$ cat src/rtl/cpu_ctrl_pkg.sv
// Shared definitions for the ARM-subset control logic: FSM state type,
// instruction field codes, ALU control values, mux selects and flag indices.
package cpu_ctrl_pkg;

  localparam int STATE_W_DEF = 4;
  localparam int FLAG_W_DEF  = 4;

  typedef enum logic [3:0] {
    S_FETCH  = 4'd0,
    S_DECODE = 4'd1,
    S_MEMADR = 4'd2,
    S_MEMRD  = 4'd3,
    S_MEMWB  = 4'd4,
    S_MEMWR  = 4'd5,
    S_EXECR  = 4'd6,
    S_EXECI  = 4'd7,
    S_ALUWB  = 4'd8,
    S_BRANCH = 4'd9
  } state_t;

  localparam logic [1:0] OP_DP  = 2'b00;
  localparam logic [1:0] OP_MEM = 2'b01;
  localparam logic [1:0] OP_BR  = 2'b10;

  localparam logic [3:0] CMD_AND = 4'b0000;
  localparam logic [3:0] CMD_SUB = 4'b0010;
  localparam logic [3:0] CMD_ADD = 4'b0100;
  localparam logic [3:0] CMD_CMP = 4'b1010;
  localparam logic [3:0] CMD_ORR = 4'b1100;

  localparam logic [2:0] ALU_ADD = 3'b000;
  localparam logic [2:0] ALU_SUB = 3'b001;
  localparam logic [2:0] ALU_AND = 3'b010;
  localparam logic [2:0] ALU_ORR = 3'b011;

  localparam logic [1:0] SRC_A_RN     = 2'b00;
  localparam logic [1:0] SRC_A_PC     = 2'b01;
  localparam logic [1:0] SRC_A_ALUOUT = 2'b10;

  localparam logic [1:0] SRC_B_RM   = 2'b00;
  localparam logic [1:0] SRC_B_IMM  = 2'b01;
  localparam logic [1:0] SRC_B_FOUR = 2'b10;

  localparam logic [1:0] RES_ALUOUT = 2'b00;
  localparam logic [1:0] RES_RDATA  = 2'b01;
  localparam logic [1:0] RES_ALU    = 2'b10;

  localparam int FLAG_N = 3;
  localparam int FLAG_Z = 2;
  localparam int FLAG_C = 1;
  localparam int FLAG_V = 0;

endpackage

$ cat src/rtl/multicycle_control_unit_if.sv
// Control-unit bus: decoder fields and ALU flags in, datapath enables,
// mux selects, flag register and debug state out.
//   master : the control unit (drives enables/selects)
//   slave  : the datapath side (drives instruction fields and alu_flags)
interface multicycle_control_unit_if #(
  parameter int STATE_W = 4,
  parameter int FLAG_W  = 4
);
  logic [3:0]         cond;
  logic [1:0]         op;
  logic [5:0]         funct;
  logic [3:0]         rd;
  logic [FLAG_W-1:0]  alu_flags;
  logic               pc_write;
  logic               ir_write;
  logic               mem_write;
  logic               reg_write;
  logic               adr_src;
  logic [1:0]         alu_src_a;
  logic [1:0]         alu_src_b;
  logic [1:0]         result_src;
  logic [2:0]         alu_control;
  logic [FLAG_W-1:0]  flags;
  logic [STATE_W-1:0] state;

  modport master (
    input  cond, op, funct, rd, alu_flags,
    output pc_write, ir_write, mem_write, reg_write, adr_src,
           alu_src_a, alu_src_b, result_src, alu_control, flags, state
  );

  modport slave (
    output cond, op, funct, rd, alu_flags,
    input  pc_write, ir_write, mem_write, reg_write, adr_src,
           alu_src_a, alu_src_b, result_src, alu_control, flags, state
  );
endinterface

$ cat src/rtl/cond_check.sv
// ARM condition-code evaluation (combinational).
//   cond    : instruction bits 31:28
//   flags   : NZCV
//   cond_ok : 1 when the instruction should execute (1111 never executes)
module cond_check
  import cpu_ctrl_pkg::*;
(
  input  logic [3:0] cond,
  input  logic [3:0] flags,
  output logic       cond_ok
);
  logic n, z, c, v, ge;

  always_comb begin
    n  = flags[FLAG_N];
    z  = flags[FLAG_Z];
    c  = flags[FLAG_C];
    v  = flags[FLAG_V];
    ge = (n == v);
    case (cond)
      4'b0000: cond_ok = z;
      4'b0001: cond_ok = ~z;
      4'b0010: cond_ok = c;
      4'b0011: cond_ok = ~c;
      4'b0100: cond_ok = n;
      4'b0101: cond_ok = ~n;
      4'b0110: cond_ok = v;
      4'b0111: cond_ok = ~v;
      4'b1000: cond_ok = c & ~z;
      4'b1001: cond_ok = ~c | z;
      4'b1010: cond_ok = ge;
      4'b1011: cond_ok = ~ge;
      4'b1100: cond_ok = ~z & ge;
      4'b1101: cond_ok = z | ~ge;
      4'b1110: cond_ok = 1'b1;
      default: cond_ok = 1'b0;
    endcase
  end
endmodule

$ cat src/rtl/multicycle_control_unit.sv
// Multicycle control FSM for the ARM-subset processor.
//   clk, rst : clock, synchronous active-high reset
//   bus      : decoder fields / alu_flags in; enables, selects, flags, state out
// Outputs are decoded from state. Selects not named for a state default to
// 0 / ADD. Write enables after DECODE are gated by the latched condition.
module multicycle_control_unit
  import cpu_ctrl_pkg::*;
#(
  parameter int STATE_W = 4,
  parameter int FLAG_W  = 4
) (
  input logic                      clk,
  input logic                      rst,
  multicycle_control_unit_if.master bus
);
  state_t            state_q, state_d;
  logic [FLAG_W-1:0] flags_q;
  logic              cond_ok, cond_ok_q;
  logic              i_bit, s_bit, is_cmp;
  logic [3:0]        cmd;
  logic [2:0]        exec_ctrl;
  logic              exec_wb;
  logic              pcw, irw, mw, rw, wr_ok;

  assign i_bit  = bus.funct[5];
  assign cmd    = bus.funct[4:1];
  assign s_bit  = bus.funct[0];
  assign is_cmp = (cmd == CMD_CMP);

  cond_check u_cond_check (
    .cond    (bus.cond),
    .flags   (flags_q[3:0]),
    .cond_ok (cond_ok)
  );

  always_comb begin
    exec_ctrl = ALU_ADD;
    exec_wb   = 1'b1;
    case (cmd)
      CMD_ADD: exec_ctrl = ALU_ADD;
      CMD_SUB: exec_ctrl = ALU_SUB;
      CMD_AND: exec_ctrl = ALU_AND;
      CMD_ORR: exec_ctrl = ALU_ORR;
      CMD_CMP: begin exec_ctrl = ALU_SUB; exec_wb = 1'b0; end
      default: exec_wb = 1'b0;
    endcase
  end

  always_ff @(posedge clk) begin
    if (rst) begin
      state_q   <= S_FETCH;
      flags_q   <= '0;
      cond_ok_q <= 1'b0;
    end else begin
      state_q <= state_d;
      if (state_q == S_DECODE) cond_ok_q <= cond_ok;
      if ((state_q == S_EXECR || state_q == S_EXECI) && cond_ok_q && (s_bit || is_cmp))
        flags_q <= bus.alu_flags;
    end
  end

  always_comb begin
    state_d         = S_FETCH;
    pcw             = 1'b0;
    irw             = 1'b0;
    mw              = 1'b0;
    rw              = 1'b0;
    bus.adr_src     = 1'b0;
    bus.alu_src_a   = SRC_A_RN;
    bus.alu_src_b   = SRC_B_RM;
    bus.result_src  = RES_ALUOUT;
    bus.alu_control = ALU_ADD;
    case (state_q)
      S_FETCH: begin
        irw            = 1'b1;
        pcw            = 1'b1;
        bus.alu_src_a  = SRC_A_PC;
        bus.alu_src_b  = SRC_B_FOUR;
        bus.result_src = RES_ALU;
        state_d        = S_DECODE;
      end
      S_DECODE: begin
        bus.alu_src_a = SRC_A_PC;
        bus.alu_src_b = SRC_B_FOUR;
        if (cond_ok) begin
          case (bus.op)
            OP_MEM:  state_d = S_MEMADR;
            OP_BR:   state_d = S_BRANCH;
            OP_DP:   state_d = i_bit ? S_EXECI : S_EXECR;
            default: state_d = S_FETCH;
          endcase
        end
      end
      S_MEMADR: begin
        bus.alu_src_b = SRC_B_IMM;
        state_d       = s_bit ? S_MEMRD : S_MEMWR;
      end
      S_MEMRD: begin
        bus.adr_src = 1'b1;
        state_d     = S_MEMWB;
      end
      S_MEMWB: begin
        bus.result_src = RES_RDATA;
        if (bus.rd == 4'd15) pcw = 1'b1;
        else                 rw  = 1'b1;
      end
      S_MEMWR: begin
        bus.adr_src = 1'b1;
        mw          = 1'b1;
      end
      S_EXECR, S_EXECI: begin
        bus.alu_src_b   = (state_q == S_EXECI) ? SRC_B_IMM : SRC_B_RM;
        bus.alu_control = exec_ctrl;
        state_d         = exec_wb ? S_ALUWB : S_FETCH;
      end
      S_ALUWB: begin
        bus.result_src = RES_ALUOUT;
        if (bus.rd == 4'd15) pcw = 1'b1;
        else                 rw  = 1'b1;
      end
      S_BRANCH: begin
        bus.alu_src_a  = SRC_A_ALUOUT;
        bus.alu_src_b  = SRC_B_IMM;
        bus.result_src = RES_ALU;
        pcw            = 1'b1;
      end
      default: state_d = S_FETCH;
    endcase
  end

  // FETCH writes belong to the next instruction, so only later states use the latch.
  assign wr_ok = (state_q == S_FETCH) || cond_ok_q;

  assign bus.pc_write  = pcw & wr_ok & ~rst;
  assign bus.ir_write  = irw & wr_ok & ~rst;
  assign bus.mem_write = mw  & wr_ok & ~rst;
  assign bus.reg_write = rw  & wr_ok & ~rst;
  assign bus.flags     = flags_q;
  assign bus.state     = STATE_W'(state_q);

endmodule

$ cat src/flat_wrapper.sv
// flat-port wrapper written by rule: the top's interface ports become plain ports
module multicycle_control_unit_flat import cpu_ctrl_pkg::*;
#(
  parameter int STATE_W = 4,
  parameter int FLAG_W  = 4
)
  (clk, rst, bus_cond, bus_op, bus_funct, bus_rd, bus_alu_flags, bus_pc_write, bus_ir_write, bus_mem_write, bus_reg_write, bus_adr_src, bus_alu_src_a, bus_alu_src_b, bus_result_src, bus_alu_control, bus_flags, bus_state);
  multicycle_control_unit_if #(.STATE_W(STATE_W), .FLAG_W(FLAG_W)) bus_i ();
  input logic clk;
  input logic rst;
  input wire logic [$bits(bus_i.cond)-1:0] bus_cond;
  input wire logic [$bits(bus_i.op)-1:0] bus_op;
  input wire logic [$bits(bus_i.funct)-1:0] bus_funct;
  input wire logic [$bits(bus_i.rd)-1:0] bus_rd;
  input wire logic [$bits(bus_i.alu_flags)-1:0] bus_alu_flags;
  output wire logic [$bits(bus_i.pc_write)-1:0] bus_pc_write;
  output wire logic [$bits(bus_i.ir_write)-1:0] bus_ir_write;
  output wire logic [$bits(bus_i.mem_write)-1:0] bus_mem_write;
  output wire logic [$bits(bus_i.reg_write)-1:0] bus_reg_write;
  output wire logic [$bits(bus_i.adr_src)-1:0] bus_adr_src;
  output wire logic [$bits(bus_i.alu_src_a)-1:0] bus_alu_src_a;
  output wire logic [$bits(bus_i.alu_src_b)-1:0] bus_alu_src_b;
  output wire logic [$bits(bus_i.result_src)-1:0] bus_result_src;
  output wire logic [$bits(bus_i.alu_control)-1:0] bus_alu_control;
  output wire logic [$bits(bus_i.flags)-1:0] bus_flags;
  output wire logic [$bits(bus_i.state)-1:0] bus_state;
  assign bus_i.cond = bus_cond;
  assign bus_i.op = bus_op;
  assign bus_i.funct = bus_funct;
  assign bus_i.rd = bus_rd;
  assign bus_i.alu_flags = bus_alu_flags;
  assign bus_pc_write = bus_i.pc_write;
  assign bus_ir_write = bus_i.ir_write;
  assign bus_mem_write = bus_i.mem_write;
  assign bus_reg_write = bus_i.reg_write;
  assign bus_adr_src = bus_i.adr_src;
  assign bus_alu_src_a = bus_i.alu_src_a;
  assign bus_alu_src_b = bus_i.alu_src_b;
  assign bus_result_src = bus_i.result_src;
  assign bus_alu_control = bus_i.alu_control;
  assign bus_flags = bus_i.flags;
  assign bus_state = bus_i.state;
  multicycle_control_unit #(.STATE_W(STATE_W), .FLAG_W(FLAG_W)) u_core (.clk(clk), .rst(rst), .bus(bus_i));
endmodule
$ cat config.mk
export PLATFORM = sky130hd
export DESIGN_NAME = multicycle_control_unit_flat
export DESIGN_NICKNAME = d
export VERILOG_FILES = /design/src/rtl/cpu_ctrl_pkg.sv /design/src/rtl/multicycle_control_unit_if.sv /design/src/rtl/cond_check.sv /design/src/rtl/multicycle_control_unit.sv /design/src/flat_wrapper.sv
export SDC_FILE = /design/constraint.sdc
export NUM_CORES = 1
export LEC_CHECK = 0
export CAP_MARGIN = 20
export CORE_UTILIZATION = 42
export CTS_BUF_LIST = sky130_fd_sc_hd__clkbuf_16
export CTS_CLUSTER_SIZE = 24
export DETAILED_ROUTE_END_ITERATION = 7
export GPL_ROUTABILITY_DRIVEN = 0
export HOLD_SLACK_MARGIN = 0.08
export MAX_ROUTING_LAYER = met4
export PLACE_DENSITY = 0.82
export SLEW_MARGIN = 25
export SYNTH_ARGS = -nofsm -noshare
export SYNTH_HDL_FRONTEND = slang
export SYNTH_SLANG_ARGS = --single-unit
$ cat constraint.sdc
create_clock -name clk -period 3.2 [get_ports clk]
set_input_delay 0.48 -clock clk [delete_from_list [all_inputs] [get_ports clk]]
set_output_delay 0.48 -clock clk [all_outputs]
set_load 0.02 [all_outputs]
==> metrics.yaml, run 1 <==
worst_setup_path:
  rr_startpoint: "u_core.bus.flags[3]$_SDFFE_PP0P_"
  cells_on_worst_reg2reg_path: 5
  critical_path.reg2reg.endpoint: "u_core.bus.state[2]$_SDFF_PP0_"
  cp_data_arrival_time_ns: 2.13
  cp_data_required_time_ns: 2.72
  worst-path-max-fanout: 9
  setup.worst_path.class: "input port to output port"
  endpoint_kind: "output port"
  type_of_element_launching_the_critical_path: "input port"
  ff2ff_setup_slack_ns: 1.52
hold_path:
  min-delay-start: "u_core.cond_ok_q$_SDFFE_PP0P_"
  hold_path_depth: 2
  hp_class: "flip-flop to flip-flop"
  whs_endpoint: "u_core.cond_ok_q$_SDFFE_PP0P_"
drt:
  antenna_left: 0
  via_count: 976
  wire_per_inst_um: 12.9
  drt_drc_violations_left: 0
  post_drt_via_cell_ratio: 5.64
  initialDrtViolationCount: 17
  detail_route.first_pass.iterations: 4
  routed_wirelength_um: 2230
sta:
  clock-skew-final_ns: 0.000972
  setup_repair_after_global_routing_missed_its_margin: "no"
  final-setup-viol-count: 0
  finalMaxSlewViolations: 0
  period_share_pct: 81.5
  hold_viol_final: 0
  slew_limit_headroom_pct: 61.1
  setup_ws_ns: 0.591
  period_minus_slack_ns: 2.61
  fmax_mhz: 383
  timing_worst_slew_pin_value_ns: 0.583
  finalSetupTns_ns: 0
place:
  cell_area_after_placement_um2: 1270
  dp_worst_setup_slack_ns: 0.590
  place_hpwl_um: 1720
  placement.io_buffers: 42
grt:
  total_routing_usage_gr_pct: 23.0
  overflow: 0
  grt_first_pass_wirelength_um: 3560
  grt_antenna_before_repair: 0
  first_global_vias: 806
  pin_count_of_the_biggest_net_entering_global_routing: 20
synth:
  postSynthNetCount: 132
  synth_top_family_by_area: "simple AND/OR/NAND/NOR gates"
  post_synth_fa_ha_maj_area_fraction_pct: 0
  synth_xor_area_share_pct: 3.06
  ys_types: 49
  yosysSeqAreaShare_pct: 21.0
  postSynth.asyncResetShare_pct: 0
  post_synth_top_flop: "sky130_fd_sc_hd__dfxtp_1"
  avgSynthCellArea_um2: 7.80
  synth-edff-count: 0
  postSynthCellCount: 110
  ys.warnings.count: 0
  synth.mux.area_fraction_pct: 9.48
  mappedNetlistArea_um2: 858
  synth_compound_area_share_pct: 21.0
  synth_seq_cells: 9
  synth_simple_gate_area_share_pct: 39.5
floorplanning:
  core-area_um2: 1820
  die_w_um: 47.2
  num_io_pins: 44
  die_height_um: 47.2
  fp.dieArea_um2: 2230
  effective_utilization_at_floorplan_pct: 47.1
  rows: 15
power:
  vdd_drop_max_mv: 0.372
  power-per-cell-area_nw_per_um2: 351
  static-leakage-power_nw: 0.519
clocking:
  cts.htree.levels: 1
  cts_hold_repair.buffers: 0
  path_clk_slew_ns: 0.04
  root_buffer: "sky130_fd_sc_hd__clkbuf_16"
  clock_sinks: 9
  cts_made_buffers: 3
  clkLatencyLatePin_ns: 0.23
  post_cts.resized_instances: 0
  cts_buffer_depth: 2
  cts_tree: "done"
  postCtsSetupRepairBufs: 0
layout:
  final_util_pct: 74.3
  final_net_count: 171
  area_growth_from_synthesis_to_layout_pct: 57.6
  num_antenna_cells: 0
  cell_area_after_layout_um2: 1350
  fillCellCount: 136
  fraction_of_final_layout_cells_sized_beyond_drive_strength_1_pct: 7.43
run:
  count_of_max_cap_constraint_violations: 0
outcome:
  run_status: "complete, no violations"
Yosys cell counts, types with 2 or more instances:
| master | number | share of area [%] |
|---|---|---|
| sky130_fd_sc_hd__o21ai_0 | 2 | 1.2 |
| sky130_fd_sc_hd__nor2_1 | 11 | 4.8 |
| sky130_fd_sc_hd__nand3_1 | 4 | 2.3 |
| sky130_fd_sc_hd__nor3_1 | 8 | 4.7 |
| sky130_fd_sc_hd__o21ai_1 | 2 | 1.2 |
| sky130_fd_sc_hd__dfxtp_1 | 9 | 21 |
| sky130_fd_sc_hd__mux2i_1 | 7 | 8.2 |
| sky130_fd_sc_hd__nand4bb_1 | 2 | 2.6 |
| sky130_fd_sc_hd__clkbuf_1 | 5 | 2.2 |
| sky130_fd_sc_hd__or4_1 | 2 | 1.7 |
| sky130_fd_sc_hd__nand2b_1 | 6 | 4.4 |
| sky130_fd_sc_hd__a311oi_1 | 2 | 2.0 |
| sky130_fd_sc_hd__xor2_1 | 2 | 2.0 |
| sky130_fd_sc_hd__inv_2 | 2 | 0.87 |
| sky130_fd_sc_hd__buf_2 | 2 | 1.2 |
| sky130_fd_sc_hd__nand2_1 | 7 | 3.1 |
| sky130_fd_sc_hd__a21oi_1 | 4 | 2.3 |
| sky130_fd_sc_hd__nor2b_1 | 2 | 1.5 |
flip-flops by register name, summed over array words and instances (netlist names):
name and flops:
u_core.bus.state 4, u_core.cond_ok_q 1, u_core.bus.flags 4
cell type report:
class	count	area [µm²]	area share [%]
multi-input combinational	90	631	46.6
timing repair buffer	42	420	31.1
sequential	9	180	13.3
clock buffer	3	75.1	5.55
tap	25	31.3	2.31
inverter	3	11.3	0.833
clock inverter	1	3.75	0.278
per-layer routing:
metal | vias to the layer above | GRT usage, % | share of wire [%]
met1 | 429 | 29.2 | 43
li1 | 498 | - | -
met3 | 3 | 5.00 | 7.4
met2 | 46 | 37.2 | 48
met5 | - | - | 0
met4 | 0 | 5.14 | 0.99
through the flow:
stage / hold WS (ns) / instances / total power [mW]
after floorplan: 0.491 / 110 / 0.196
after global placement: 0.525 / 169 / 0.255
after detailed placement: 0.543 / 169 / 0.257
after CTS: 0.547 / 173 / 0.474
after global routing: 0.569 / 173 / 0.494
final: 0.543 / 173 / 0.474
cell usage in the layout (no fill, tap or decap), types with 2 or more instances in the layout:
| cell | n |
|---|---|
| sky130_fd_sc_hd__a21oi_1 | 4 |
| sky130_fd_sc_hd__a311oi_1 | 2 |
| sky130_fd_sc_hd__clkbuf_16 | 3 |
| sky130_fd_sc_hd__clkdlybuf4s50_1 | 42 |
| sky130_fd_sc_hd__dfxtp_1 | 9 |
| sky130_fd_sc_hd__inv_1 | 2 |
| sky130_fd_sc_hd__inv_2 | 2 |
| sky130_fd_sc_hd__mux2i_1 | 7 |
| sky130_fd_sc_hd__nand2_1 | 7 |
| sky130_fd_sc_hd__nand2b_1 | 6 |
| sky130_fd_sc_hd__nand3_1 | 4 |
| sky130_fd_sc_hd__nand4bb_1 | 2 |
| sky130_fd_sc_hd__nor2_1 | 11 |
| sky130_fd_sc_hd__nor2b_1 | 2 |
| sky130_fd_sc_hd__nor3_1 | 8 |
| sky130_fd_sc_hd__o21ai_0 | 2 |
| sky130_fd_sc_hd__o21ai_1 | 2 |
| sky130_fd_sc_hd__or4_1 | 2 |
| sky130_fd_sc_hd__xor2_1 | 2 |
worst max-delay path, stage by stage:
cell	delay, ns
sky130_fd_sc_hd__clkdlybuf4s50_1	0.56
sky130_fd_sc_hd__nor3_2	0.27
sky130_fd_sc_hd__nand2_1	0.12
sky130_fd_sc_hd__nor2_1	0.09
sky130_fd_sc_hd__clkdlybuf4s50_1	0.60
power breakdown:
group | switching (mW) | internal (mW) | leakage (nW)
registers | 0.0104 | 0.117 | 0.0731
clock network | 0.0549 | 0.163 | 0.0423
logic | 0.0621 | 0.0664 | 0.404
kinds of logic after synthesis:
logic type | count (synthesis)
flip-flops | 9
buffers and inverters | 11
AND/OR/NAND/NOR | 55
other | 1
AO/OA/AOI/OAI | 23
XOR/XNOR | 3
multiplexers | 8
worst max-delay path by stage:
| stage | end | slack (ns) | start | depth (start not counted) |
|---|---|---|---|---|
| 2_1_floorplan | bus_reg_write | 1.30 | u_core.bus.state[2]$_SDFF_PP0_ | 3 |
| 3_3_place_gp | bus_ir_write | 0.63 | rst | 5 |
| 3_5_place_dp | bus_ir_write | 0.59 | rst | 5 |
| 4_1_cts | bus_ir_write | 0.59 | rst | 5 |
| 5_1_grt | bus_ir_write | 0.47 | rst | 5 |
| 6_report | bus_ir_write | 0.59 | rst | 5 |
(Power assumes the default switching activity.)
==> run 2: changes to the inputs <==
Settings changed: CORE_UTILIZATION 42 to 35, PLACE_DENSITY 0.82 to 0.73.
Clock period 3.2 ns to 2.4 ns, I/O delays scaled along.
==> metrics.yaml, run 2 (synthesis results as in run 1) <==
outcome:
  run_status: "complete, no violations"
drt:
  post_drt_via_cell_ratio: 5.57  # -1.3%
  initialDrtViolationCount: 10  # -7
  detail_route.first_pass.iterations: 4  # unchanged
  routed_wirelength_um: 2400  # +7.6%
  wire_per_inst_um: 13.3  # +2.8%
  via_count: 1008  # +3.3%
  antenna_left: 0  # unchanged
  drt_drc_violations_left: 0  # unchanged
layout:
  final_net_count: 176  # +2.9%
  fraction_of_final_layout_cells_sized_beyond_drive_strength_1_pct: 12.4  # +5.0 points
  multi_input_comb_area_um2: 633  # +0.40%
  most-common-layout-cells: "sky130_fd_sc_hd__clkdlybuf4s50_1 (42), sky130_fd_sc_hd__nor2_1 (11), sky130_fd_sc_hd__nor3_1 (8)"
  sequential_cell_area_um2: 183  # +1.4%
  final_util_pct: 62.0  # -12 points
  layout_commonest_cell: "sky130_fd_sc_hd__clkdlybuf4s50_1"
  area_growth_from_synthesis_to_layout_pct: 63.0
  fillCellCount: 216  # +59%
  layout.cells.non_filler: 181  # +4.6%
  cell_area_after_layout_um2: 1400  # +3.4%
  num_antenna_cells: 0  # unchanged
clocking:
  cts.htree.levels: 1  # unchanged
  path_clk_slew_ns: 0.04  # about the same
  cts_tree: "done"
  clock_sinks: 9  # unchanged
  root_buffer: "sky130_fd_sc_hd__clkbuf_16"
  cts_buffer_depth: 2  # unchanged
  clkLatencyLatePin_ns: 0.24  # about the same
  cts_made_buffers: 3  # unchanged
  postCtsSetupRepairBufs: 0  # unchanged
grt:
  total_routing_usage_gr_pct: 20.1  # -2.9 points
  overflow: 0  # unchanged
  first_global_vias: 951  # +18%
  pin_count_of_the_biggest_net_entering_global_routing: 15  # -25%
  grt_antenna_before_repair: 0  # unchanged
  grt_first_pass_wirelength_um: 3880  # +8.9%
power:
  power.sequential.fraction_pct: 26.1  # -0.8 points
  cellInternalPower_uw: 468  # +35%
  power-per-cell-area_nw_per_um2: 459  # +31%
  power_frac_clock_pct: 45.4  # -0.6 points
  switching_power_uw: 173  # +36%
  vdd_drop_max_mv: 0.632  # +70%
  comb_power_share_pct: 28.4  # +1.3 points
  power.switching_fraction_pct: 27.0  # +0.096 points
  static-leakage-power_nw: 0.545  # +5.0%
sta:
  period_minus_slack_ns: 2.27
  finalSetupTns_ns: 0  # unchanged
  final-setup-viol-count: 0  # unchanged
  finalMaxSlewViolations: 0  # unchanged
  clock-skew-final_ns: 0.00237  # +0.00139 ns
  period_share_pct: 94.5
  fmax_mhz: 441
  setup_ws_ns: 0.131  # -0.460 ns
  setup_repair_after_global_routing_missed_its_margin: "no"
  slew_limit_headroom_pct: 60.1  # -0.97 points
  timing_worst_slew_pin_value_ns: 0.598  # +0.0147 ns
  hold_viol_final: 0  # unchanged
worst_setup_path:
  cp_data_required_time_ns: 2.04  # -0.68 ns
  setup.worst_path.class: "input port to output port"
  worst-path-max-fanout: 3  # -6
  worst_setup_path_startpoint: "bus_funct[3]"
  type_of_element_launching_the_critical_path: "input port"
  ff2ff_setup_slack_ns: 0.71  # -0.81 ns
  endpoint_kind: "output port"
  rr_startpoint: "u_core.bus.flags[3]$_SDFFE_PP0P_"
  cells_on_worst_reg2reg_path: 5  # unchanged
  cp_data_arrival_time_ns: 1.91  # -0.22 ns
  crit_end: "bus_alu_control[1]"
  critical_path.reg2reg.endpoint: "u_core.bus.state[2]$_SDFF_PP0_"
place:
  place_hpwl_um: 1910  # +11%
  dp_worst_setup_slack_ns: 0.120  # -0.470 ns
  cell_area_after_placement_um2: 1320  # +3.2%
  numPlacedInstances: 177  # +4.7%
  placement.io_buffers: 42  # unchanged
floorplanning:
  fp.dieArea_um2: 2650  # +19%
  die_w_um: 51.5  # +9.1%
  die_height_um: 51.5  # +9.1%
  rows: 17  # +2
  effective_utilization_at_floorplan_pct: 38.1  # -9.1 points
  core-area_um2: 2250  # +24%
  num_io_pins: 44  # unchanged
run:
  count_of_max_cap_constraint_violations: 0  # unchanged
hold_path:
  hold_path_depth: 2  # unchanged
  hp_class: "flip-flop to flip-flop"
-- run 2: power groups by stage --
stage                     registers (mW)  logic (mW)  clock network, mW
after floorplan                    0.170      0.0915                  0
after global placement             0.169       0.178                  0
after detailed placement           0.169       0.182                  0
after CTS                          0.167       0.183              0.296
after global routing               0.169       0.199              0.304
final                              0.168       0.182              0.291
-- run 2: how the worst min path moves through the flow --
| stage | from | endpoint |
|---|---|---|
| after global placement | u_core.cond_ok_q$_SDFFE_PP0P_ | u_core.cond_ok_q$_SDFFE_PP0P_ |
| after detailed placement | u_core.cond_ok_q$_SDFFE_PP0P_ | u_core.cond_ok_q$_SDFFE_PP0P_ |
| after CTS | u_core.cond_ok_q$_SDFFE_PP0P_ | u_core.cond_ok_q$_SDFFE_PP0P_ |
| after global routing | u_core.cond_ok_q$_SDFFE_PP0P_ | u_core.cond_ok_q$_SDFFE_PP0P_ |
| final | u_core.cond_ok_q$_SDFFE_PP0P_ | u_core.cond_ok_q$_SDFFE_PP0P_ |
| after floorplan | bus_op[1] | u_core.bus.state[1]$_SDFF_PP0_ |
-- run 2: layout make-up --
cell class / count / share of cell area (%)
tap: 28 / 2.50
multi-input combinational: 90 / 45.3
sequential: 9 / 13.1
inverter: 3 / 0.805
clock buffer: 3 / 5.37
timing repair buffer: 47 / 32.7
clock inverter: 1 / 0.268
-- run 2: through the flow --
step	hold WS, ns	total power, mW
global route	0.601	0.672
finish	0.564	0.641
global placement	0.530	0.347
floorplan	0.463	0.261
detailed placement	0.558	0.352
CTS	0.568	0.646
-- run 2: worst max-delay path, cell delays in order --
cell and delay (ns):
sky130_fd_sc_hd__clkdlybuf4s50_1 0.45, sky130_fd_sc_hd__buf_4 0.16, sky130_fd_sc_hd__xor2_1 0.13, sky130_fd_sc_hd__nor3_1 0.15, sky130_fd_sc_hd__clkdlybuf4s50_1 0.65
-- run 2: repair_timing --
item                                   CTS  global route
hold buffers                             0             0
gates resized for setup                  0             3
setup endpoints to repair                0             3
endpoints found under the hold margin    0             0
-- run 2: per-layer routing --
layer / vias to the layer above / track usage [%] / part of all wire [%] / wire (µm)
li1: 505 / - / - / -
met1: 457 / 20.9 / 43 / 1030
met2: 42 / 36.1 / 49 / 1170
met3: 4 / 2.92 / 6.0 / 145
met4: 0 / 11.3 / 2.0 / 47
met5: - / - / 0 / 0
==> run 3: changes to the inputs <==
Settings changed: PLACE_DENSITY 0.73 to 0.82.
==> metrics.yaml, run 3 (synthesis results as in run 1) <==
outcome:
  run_status: "complete, no violations"
layout:
  multi_input_comb_area_um2: 631  # -0.40%
  final_util_pct: 62.1  # about the same
  cell_area_after_layout_um2: 1400  # about the same
  final_net_count: 176  # unchanged
  fraction_of_final_layout_cells_sized_beyond_drive_strength_1_pct: 11.1  # -1.3 points
  num_antenna_cells: 0  # unchanged
  fillCellCount: 204  # -5.6%
  layout_commonest_cell: "sky130_fd_sc_hd__clkdlybuf4s50_1"
  area_growth_from_synthesis_to_layout_pct: 63.1  # about the same
  sequential_cell_area_um2: 181  # -0.68%
  layout.cells.non_filler: 181  # unchanged
  most-common-layout-cells: "sky130_fd_sc_hd__clkdlybuf4s50_1 (40), sky130_fd_sc_hd__nor2_1 (11), sky130_fd_sc_hd__nor3_1 (8), sky130_fd_sc_hd__dfxtp_1 (8)"
clocking:
  cts_buffer_depth: 2  # unchanged
  clock_sinks: 9  # unchanged
  root_buffer: "sky130_fd_sc_hd__clkbuf_16"
  cts.htree.levels: 1  # unchanged
  clkLatencyLatePin_ns: 0.24  # about the same
  cts_made_buffers: 3  # unchanged
  cts_hold_repair.buffers: 0  # unchanged
  cts_tree: "done"
  path_clk_slew_ns: 0.04  # about the same
worst_setup_path:
  worstPathCellList: "clkdlybuf4s50_1 > a41o_1 > a31oi_1 > nor3_1 > clkdlybuf4s50_1"
  cp_data_required_time_ns: 2.04  # about the same
  type_of_element_launching_the_critical_path: "input port"
  cells_on_worst_reg2reg_path: 5  # unchanged
  worst-path-max-fanout: 2  # -1
  crit_path_top_delay_cell: "sky130_fd_sc_hd__clkdlybuf4s50_1"
  critPathMaxStageDelay_ns: 0.64  # about the same
  endpoint_kind: "output port"
  setup.worst_path.class: "input port to output port"
  cp_data_arrival_time_ns: 1.95  # +0.04 ns
  ff2ff_setup_slack_ns: 0.70  # about the same
  path_common_cell: "sky130_fd_sc_hd__clkdlybuf4s50_1"
sta:
  period_share_pct: 96.4  # +1.9 points
  finalMaxSlewViolations: 0  # unchanged
  final-setup-viol-count: 0  # unchanged
  hold_viol_final: 0  # unchanged
  clock-skew-final_ns: 0.00103  # -0.00133 ns
  finalSetupTns_ns: 0  # unchanged
  slew_limit_headroom_pct: 63.7  # +3.6 points
  timing_worst_slew_pin_value_ns: 0.544  # -0.0544 ns
  setup_repair_after_global_routing_missed_its_margin: "no"
  fmax_mhz: 432  # -2.0%
  period_minus_slack_ns: 2.31  # +0.0455 ns
  final.hold.worst_slack_ns: 0.562  # -0.00224 ns
drt:
  wire_per_inst_um: 13.4  # +1.5%
  routed_wirelength_um: 2430  # +1.5%
  via_count: 1018  # +0.99%
  initialDrtViolationCount: 19  # +9
  detail_route.first_pass.iterations: 4  # unchanged
  drt_drc_violations_left: 0  # unchanged
  post_drt_via_cell_ratio: 5.62  # +0.99%
  antenna_left: 0  # unchanged
place:
  numPlacedInstances: 177  # unchanged
  placement.io_buffers: 42  # unchanged
  cell_area_after_placement_um2: 1320  # unchanged
  place_hpwl_um: 1900  # -0.47%
hold_path:
  hp_class: "flip-flop to flip-flop"
  hold_path_depth: 2  # unchanged
power:
  static-leakage-power_nw: 0.583  # +6.8%
  vdd_drop_max_mv: 0.482  # -24%
  power-per-cell-area_nw_per_um2: 458  # -0.18%
grt:
  pin_count_of_the_biggest_net_entering_global_routing: 15  # unchanged
  total_routing_usage_gr_pct: 20.9  # +0.81 points
  grt_first_pass_wirelength_um: 4080  # +5.2%
  grt_antenna_before_repair: 0  # unchanged
  first_global_vias: 943  # -0.84%
  overflow: 0  # unchanged
floorplanning:
  fp.dieArea_um2: 2650  # unchanged
  core-area_um2: 2250  # unchanged
  effective_utilization_at_floorplan_pct: 38.1  # unchanged
  num_io_pins: 44  # unchanged
  die_height_um: 51.5  # unchanged
  rows: 17  # unchanged
  die_w_um: 51.5  # unchanged
run:
  count_of_max_cap_constraint_violations: 0  # unchanged
[run 3: per-stage QoR]
| step | total power, mW | setup slack (ns) |
|---|---|---|
| final | 0.641 | 0.0859 |
| after CTS | 0.646 | 0.0409 |
| after global placement | 0.347 | 0.126 |
| after global routing | 0.672 | 0.00903 |
| after floorplan | 0.261 | 0.625 |
| after detailed placement | 0.352 | 0.0449 |
[run 3: final cells by class]
class,count,area share (%)
Tap cell,28,2.50
Timing Repair Buffer,47,33.1
Clock inverter,1,0.268
Sequential cell,9,13.0
Inverter,3,0.804
Clock buffer,3,5.36
Multi-Input combinational cell,90,45.0
[run 3: worst max-delay path, delay by kind of cell]
kind                   cells  cell delay, ns
buffers and inverters      2            1.10
AOI/OAI and AO/OA          2            0.30
and+or+nand+nor            1            0.19
[run 3: report_power, final]
| part | switching (mW) | leakage (nW) | internal (mW) |
|---|---|---|---|
| clock network | 0.0714 | 0.0423 | 0.217 |
| logic | 0.0903 | 0.467 | 0.0940 |
| registers | 0.0116 | 0.0736 | 0.156 |
[run 3: path summary, 6_finish.rpt]
path,from,endpoint
setup / recovery,bus_rd[3],bus_pc_write
hold reg to reg,u_core.cond_ok_q$_SDFFE_PP0P_,u_core.cond_ok_q$_SDFFE_PP0P_
hold / removal,u_core.cond_ok_q$_SDFFE_PP0P_,u_core.cond_ok_q$_SDFFE_PP0P_
setup reg to reg,u_core.bus.flags[3]$_SDFFE_PP0P_,u_core.bus.state[2]$_SDFF_PP0_
[run 3: metal layers]
metal	GRT usage (%)	up-vias	part of all wire [%]
li1	-	502	-
met1	24.1	467	44
met2	33.1	44	47
met3	5.85	5	7.1
met4	10.8	0	1.7
met5	-	-	0
[run 3: timing repair]
action | CTS | global route
endpoints found under the setup margin | 0 | 3
resized for setup | 0 | 3
setup buffers | 0 | 0
